## src/rtl/alu_sched_if.sv

```systemverilog
`default_nettype none
// =====================================================================
// Module   : alu_sched_if
// Purpose  : Two-port request/response bundle for the shared-ALU scheduler.
// Revision : 1.0
// =====================================================================
interface alu_sched_if;
  logic [1:0]   req_valid;
  logic [1:0]   req_ready;
  logic [5:0]   req_cmd;
  logic [127:0] req_a;
  logic [127:0] req_b;
  logic [1:0]   resp_valid;
  logic [1:0]   resp_ready;
  logic [63:0]  resp_data;
  logic         resp_cout;
  logic         resp_zero;
  logic         resp_err;

  modport master (
    output req_valid, req_cmd, req_a, req_b, resp_ready,
    input  req_ready, resp_valid, resp_data, resp_cout, resp_zero, resp_err
  );

  modport slave (
    input  req_valid, req_cmd, req_a, req_b, resp_ready,
    output req_ready, resp_valid, resp_data, resp_cout, resp_zero, resp_err
  );
endinterface
`default_nettype wire

```

## src/rtl/alu_sched.sv

```systemverilog
`default_nettype none
// =====================================================================
// Module   : alu_sched
// Purpose  : Arbitrates two ports onto one 32-bit ALU; 64-bit ops take two passes.
// Revision : 1.0
// =====================================================================
module alu_sched #(
  parameter int RR_ENABLE = 1
) (
  input  logic        clk,
  input  logic        rst,
  alu_sched_if.slave  bus,
  output logic        busy,
  output logic [31:0] alu_in1,
  output logic [31:0] alu_in2,
  output logic [1:0]  alu_op,
  output logic        alu_binvert,
  output logic        alu_cin,
  input  logic [31:0] alu_out,
  input  logic        alu_cout,
  input  logic        alu_zero
);
  typedef enum logic [1:0] {
    IDLE    = 2'd0,
    EXEC_LO = 2'd1,
    EXEC_HI = 2'd2,
    RESP    = 2'd3
  } state_t;

  localparam logic [1:0] c_OP_AND = 2'b00;
  localparam logic [1:0] c_OP_OR  = 2'b01;
  localparam logic [1:0] c_OP_ADD = 2'b10;

  state_t      r_state;
  state_t      w_next_state;
  logic        r_port;
  logic [2:0]  r_cmd;
  logic [63:0] r_a;
  logic [63:0] r_b;
  logic [31:0] r_lo;
  logic [31:0] r_hi;
  logic        r_lo_cout;
  logic        r_lo_zero;
  logic        r_hi_cout;
  logic        r_hi_zero;
  logic        r_last_grant;

  logic [1:0]  w_grant;
  logic        w_sel_port;
  logic [2:0]  w_sel_cmd;
  logic        w_transfer;
  logic        w_resp_done;
  logic        w_illegal;

  assign w_illegal  = (r_cmd[2:1] == 2'b11);
  assign w_sel_port = w_grant[1];
  assign w_sel_cmd  = w_sel_port ? bus.req_cmd[5:3] : bus.req_cmd[2:0];
  assign w_transfer = |w_grant;
  assign bus.req_ready = w_grant;
  assign busy = (r_state != IDLE);

  // Grant is only offered from IDLE; on a tie round-robin favours the port not served last.
  always_comb begin
    w_grant = 2'b00;
    if (r_state == IDLE && !rst) begin
      case (bus.req_valid)
        2'b01:   w_grant = 2'b01;
        2'b10:   w_grant = 2'b10;
        2'b11:   w_grant = (RR_ENABLE != 0 && !r_last_grant) ? 2'b10 : 2'b01;
        default: w_grant = 2'b00;
      endcase
    end
  end

  always_ff @(posedge clk) begin
    if (rst) r_state <= IDLE;
    else     r_state <= w_next_state;
  end

  always_comb begin
    w_next_state   = r_state;
    w_resp_done    = 1'b0;
    alu_in1        = 32'h0;
    alu_in2        = 32'h0;
    alu_op         = c_OP_AND;
    alu_binvert    = 1'b0;
    alu_cin        = 1'b0;
    bus.resp_valid = 2'b00;
    case (r_state)
      IDLE: begin
        if (w_transfer) w_next_state = (w_sel_cmd[2:1] == 2'b11) ? RESP : EXEC_LO;
      end
      EXEC_LO: begin
        alu_in1 = r_a[31:0];
        alu_in2 = r_b[31:0];
        case (r_cmd)
          3'b000:         alu_op = c_OP_AND;
          3'b001:         alu_op = c_OP_OR;
          3'b011, 3'b101: begin alu_op = c_OP_ADD; alu_binvert = 1'b1; end
          default:        alu_op = c_OP_ADD;
        endcase
        w_next_state = r_cmd[2] ? EXEC_HI : RESP;
      end
      EXEC_HI: begin
        // The ALU forces cin=1 under binvert, so the borrow chain uses a pre-inverted operand.
        alu_in1      = r_a[63:32];
        alu_in2      = r_cmd[0] ? ~r_b[63:32] : r_b[63:32];
        alu_op       = c_OP_ADD;
        alu_cin      = r_lo_cout;
        w_next_state = RESP;
      end
      RESP: begin
        bus.resp_valid = r_port ? 2'b10 : 2'b01;
        if (bus.resp_ready[r_port]) begin
          w_resp_done  = 1'b1;
          w_next_state = IDLE;
        end
      end
      default: w_next_state = IDLE;
    endcase
  end

  always_comb begin
    bus.resp_data = 64'h0;
    bus.resp_cout = 1'b0;
    bus.resp_zero = 1'b0;
    bus.resp_err  = 1'b0;
    if (r_state == RESP) begin
      if (w_illegal) begin
        bus.resp_err = 1'b1;
      end else if (r_cmd[2]) begin
        bus.resp_data = {r_hi, r_lo};
        bus.resp_cout = r_hi_cout;
        bus.resp_zero = r_lo_zero & r_hi_zero;
      end else begin
        bus.resp_data = {32'h0, r_lo};
        bus.resp_cout = r_cmd[1] & r_lo_cout;
        bus.resp_zero = r_lo_zero;
      end
    end
  end

  always_ff @(posedge clk) begin
    if (rst) begin
      r_port       <= 1'b0;
      r_cmd        <= 3'b000;
      r_a          <= 64'h0;
      r_b          <= 64'h0;
      r_lo         <= 32'h0;
      r_hi         <= 32'h0;
      r_lo_cout    <= 1'b0;
      r_lo_zero    <= 1'b0;
      r_hi_cout    <= 1'b0;
      r_hi_zero    <= 1'b0;
      r_last_grant <= 1'b1;
    end else begin
      case (r_state)
        IDLE: begin
          if (w_transfer) begin
            r_port <= w_sel_port;
            r_cmd  <= w_sel_cmd;
            r_a    <= w_sel_port ? bus.req_a[127:64] : bus.req_a[63:0];
            r_b    <= w_sel_port ? bus.req_b[127:64] : bus.req_b[63:0];
          end
        end
        EXEC_LO: begin
          r_lo      <= alu_out;
          r_lo_cout <= alu_cout;
          r_lo_zero <= alu_zero;
        end
        EXEC_HI: begin
          r_hi      <= alu_out;
          r_hi_cout <= alu_cout;
          r_hi_zero <= alu_zero;
        end
        RESP: begin
          if (w_resp_done) r_last_grant <= r_port;
        end
        default: ;
      endcase
    end
  end
endmodule
`default_nettype wire

```

## src/flat_wrapper.sv

```systemverilog
// flat-port wrapper written by rule: the top's interface ports become plain ports
module alu_sched_flat 
#(
  parameter int RR_ENABLE = 1
)
  (clk, rst, busy, alu_in1, alu_in2, alu_op, alu_binvert, alu_cin, alu_out, alu_cout, alu_zero, bus_req_valid, bus_req_cmd, bus_req_a, bus_req_b, bus_resp_ready, bus_req_ready, bus_resp_valid, bus_resp_data, bus_resp_cout, bus_resp_zero, bus_resp_err);
  alu_sched_if bus_i ();
  input  logic clk;
  input  logic rst;
  output logic busy;
  output logic [31:0] alu_in1;
  output logic [31:0] alu_in2;
  output logic [1:0] alu_op;
  output logic alu_binvert;
  output logic alu_cin;
  input  logic [31:0] alu_out;
  input  logic alu_cout;
  input  logic alu_zero;
  input wire logic [$bits(bus_i.req_valid)-1:0] bus_req_valid;
  input wire logic [$bits(bus_i.req_cmd)-1:0] bus_req_cmd;
  input wire logic [$bits(bus_i.req_a)-1:0] bus_req_a;
  input wire logic [$bits(bus_i.req_b)-1:0] bus_req_b;
  input wire logic [$bits(bus_i.resp_ready)-1:0] bus_resp_ready;
  output wire logic [$bits(bus_i.req_ready)-1:0] bus_req_ready;
  output wire logic [$bits(bus_i.resp_valid)-1:0] bus_resp_valid;
  output wire logic [$bits(bus_i.resp_data)-1:0] bus_resp_data;
  output wire logic [$bits(bus_i.resp_cout)-1:0] bus_resp_cout;
  output wire logic [$bits(bus_i.resp_zero)-1:0] bus_resp_zero;
  output wire logic [$bits(bus_i.resp_err)-1:0] bus_resp_err;
  assign bus_i.req_valid = bus_req_valid;
  assign bus_i.req_cmd = bus_req_cmd;
  assign bus_i.req_a = bus_req_a;
  assign bus_i.req_b = bus_req_b;
  assign bus_i.resp_ready = bus_resp_ready;
  assign bus_req_ready = bus_i.req_ready;
  assign bus_resp_valid = bus_i.resp_valid;
  assign bus_resp_data = bus_i.resp_data;
  assign bus_resp_cout = bus_i.resp_cout;
  assign bus_resp_zero = bus_i.resp_zero;
  assign bus_resp_err = bus_i.resp_err;
  alu_sched #(.RR_ENABLE(RR_ENABLE)) u_core (.clk(clk), .rst(rst), .bus(bus_i), .busy(busy), .alu_in1(alu_in1), .alu_in2(alu_in2), .alu_op(alu_op), .alu_binvert(alu_binvert), .alu_cin(alu_cin), .alu_out(alu_out), .alu_cout(alu_cout), .alu_zero(alu_zero));
endmodule
```

## config.mk

```make
export PLATFORM = sky130hd
export DESIGN_NAME = alu_sched_flat
export DESIGN_NICKNAME = d
export VERILOG_FILES = /design/src/rtl/alu_sched_if.sv /design/src/rtl/alu_sched.sv /design/src/flat_wrapper.sv
export SDC_FILE = /design/constraint.sdc
export NUM_CORES = 1
export LEC_CHECK = 0
export ABC_AREA = 1
export BUFFER_PORTS_ARGS = -buffer_cell sky130_fd_sc_hd__clkbuf_2
export CORE_MARGIN = 5
export CORE_UTILIZATION = 35
export CTS_CLUSTER_SIZE = 20
export DETAILED_ROUTE_END_ITERATION = 10
export SLEW_MARGIN = 20
export SYNTH_ARGS = -nofsm -noshare
export SYNTH_HDL_FRONTEND = slang
export SYNTH_SLANG_ARGS = --single-unit
export TNS_END_PERCENT = 10
```

## constraint.sdc

```tcl
create_clock -name clk -period 2.3 [get_ports clk]
set_input_delay 0.345 -clock clk [delete_from_list [all_inputs] [get_ports clk]]
set_output_delay 0.345 -clock clk [all_outputs]
set_load 0.05 [all_outputs]
```

==> results.py <==
metrics = {
    "timing": {
        "fin_ws_ps": -32.39,
        "report.final.hold_viol_count": 0,
        "setup_viol": 4,
        "tightest_slew_ps": 954.0,
        "hold_slack_ps": 81.43,
        "min_period_over_period_pct": 101.4,
        "relSlewSlack_pct": 36.40,
        "setup_tns_ps": -96.69,
        "fin_skew_ps": 9.499,
        "period_needed_ps": 2332,
        "grt_setup_unrepaired": "yes",
        "final_max_slew_viol_count": 0,
        "max_freq_mhz": 428.7,
    },
    "setup_path": {
        "startpoint_type": "flip-flop",
        "worstPathArrival_ps": 1990,
        "cp.required_ps": 1960,
        "end_kind": "primary output",
        "critPathKind": "reg2out",
        "path_max_fanout": 15,
    },
    "power_and_ir_drop": {
        "peakVddDrop_mv": 0.5521,
        "p_per_area_nw_per_um2": 1046,
        "p_leak_nw": 7.397,
    },
    "placement": {
        "pre_cts_ws_ps": 84.81,
        "gp_congestion": 0.9069,
        "hpwl_um": 28930,
        "portBuffers": 441,
    },
    "synth": {
        "avgSynthCellArea_um2": 6.462,
        "ys_warn_count": 0,
        "synth-seq-cells": 203,
        "synthTopCellsByCount": "nand2_1 (443), nor2_1 (207), dfxtp_1 (203)",
        "synth-edff-count": 0,
        "yosysMostFrequentCell": "nand2_1",
        "netlist-cell-type-count": 23,
        "synth_top_cell_area_share_pct": 38.87,
        "syn_area_um2": 10460,
        "seq_area_frac_synth_pct": 38.87,
        "yosysTopAreaCell": "dfxtp_1",
        "synth_flop_cell": "dfxtp_1",
        "syn_nets": 1925,
        "synth_area_leaders": "dfxtp_1 (39%), nand2_1 (16%), o211ai_1 (9.5%)",
        "async_reset_ff_share_pct": 0,
        "synthCells": 1618,
    },
    "run": {
        "drv_cap": 0,
    },
    "final_layout": {
        "seq_area_um2": 4073,
        "area_growth_pct": 49.59,
        "fin_nets": 2323,
        "n_antenna_cell": 0,
        "fillers": 2922,
        "drive_gt1_share_pct": 35.78,
        "multi_input_area_um2": 5734,
    },
    "cts": {
        "clk_path_buf_depth": 3,
        "h-tree-depth": 1,
        "cts_root_buf": "clkbuf_16",
        "cts-hold-fix-buffers": 0,
        "cts_tree": "yes",
        "clk_pin_slew_ps": 60,
        "clock_latency_ps": 510,
        "cts_buffers": 24,
        "cts.sinks": 203,
    },
    "drt": {
        "vias": 12250,
        "wl_um": 42480,
        "vias_per_cell": 5.063,
        "drtPass1Iterations": 5,
        "wl_per_cell_um": 17.56,
        "antenna_left": 0,
        "drt_iter0_markers": 767,
        "drc": 0,
    },
    "floorplan": {
        "core_um2": 29560,
        "dieArea_um2": 33430,
        "initial_utilization_pct": 35.37,
        "core.rowCount": 63,
        "die_x_um": 182.8,
        "ios": 442,
        "dieHeight_um": 182.8,
    },
    "run_status": {
        "violations": "negative setup slack",
        "status": "finished, violations left",
    },
    "global_route": {
        "grt_use_total_pct": 23.30,
        "antenna_found_initial": 0,
        "grt_pass1_vias": 11740,
        "overflow": 0,
        "grt_use_met3_pct": 4.800,
        "met1_usage_pct": 31.22,
        "grt_max_degree": 202,
        "gr-max-usage-layer": "met2",
        "grtUsageMet2_pct": 38.66,
        "grt_pass1_wl_um": 63510,
    },
    "min_path": {
        "hold_class": "in2reg",
    },
}
[critical path: stages (launching register included)]
cell	delay, ps
dfxtp_2	360
buf_6	130
ha_4	170
buf_4	120
buf_6	100
buf_16	160
nand2_1	90
a21oi_2	150
clkbuf_8	190
[through the flow]
step / power (mW) / cells / util [%] / instance area, µm²
finish: 16.35 / 2419 / 52.91 / 15640
floorplan: 8.808 / 1618 / - / 10480
CTS: 15.87 / 2407 / 51.25 / 15150
global placement: 10.91 / 2356 / 44.94 / 13280
global route: 17.29 / 2419 / 52.91 / 15640
detailed placement: 10.98 / 2356 / 44.94 / 13280
[cells by family after synthesis]
kind of cell,Yosys count,synth area share (%)
AOI/OAI and AO/OA,340,19.48
adders and majority gates,5,0.5983
buffers and inverters,281,10.98
DFF,203,38.87
and+or+nand+nor,789,30.07
[layer usage]
layer,up-vias,part of all wire [%]
met1,5626,43
met4,0,2.7
li1,6056,-
met2,501,47
met5,-,0
met3,64,7.6
[timing repair]
item | 4_1_cts | 5_1_grt
gates cloned | 7 | 4
buffers inserted | 5 | 9
pin swaps | 15 | 31
endpoints found under the setup margin | 137 | 107
gates resized for setup | 237 | 180
[worst paths after layout]
check | startpoint | endpoint | slack, ps | cells past startpoint
worst min-delay path | alu_out[25] | u_core.r_lo[25] | 80 | 3
worst max-delay path | u_core.r_state[0] | alu_in1[7] | -30 | 8
worst min register to register | u_core.r_hi_zero | u_core.r_hi_zero | 490 | 2
worst max register to register | u_core.r_state[1] | u_core.r_cmd[0] | 230 | 10
[cells in the final DEF (no fill, tap or decap), types with 58 or more instances in the layout]
cell,instances
clkbuf_2,336
inv_1,78
a21oi_2,58
dfxtp_1,200
inv_2,63
o211ai_1,132
o21ai_0,79
nor2_1,187
nand2_1,426
nand3_1,134
[state kept, by name (all words and copies together), names as in the netlist]
name	flops
u_core.r_hi_zero	1
u_core.r_hi	32
u_core.r_lo_zero	1
u_core.r_a	64
u_core.r_b	64
u_core.r_hi_cout	1
u_core.r_lo	32
u_core.r_cmd	3
u_core.r_last_grant	1
u_core.r_lo_cout	1
u_core.r_state	2
u_core.r_port	1
[where the power goes]
group	switching (mW)	internal, mW
Sequential	0.600	4.43
Clock	1.47	2.23
Combinational	4.71	2.92
[cell type report]
cell class	count	share of cell area (%)
inverters	148	3.744
well taps	390	3.120
clock buffers	35	4.560
flip-flops and latches	203	26.04
multi-input cells	1134	36.66
repair buffers	504	25.52
repair inverters	1	0.07199
clock inverters	4	0.2880
No activity file was read; power rests on OpenSTA's default activity.
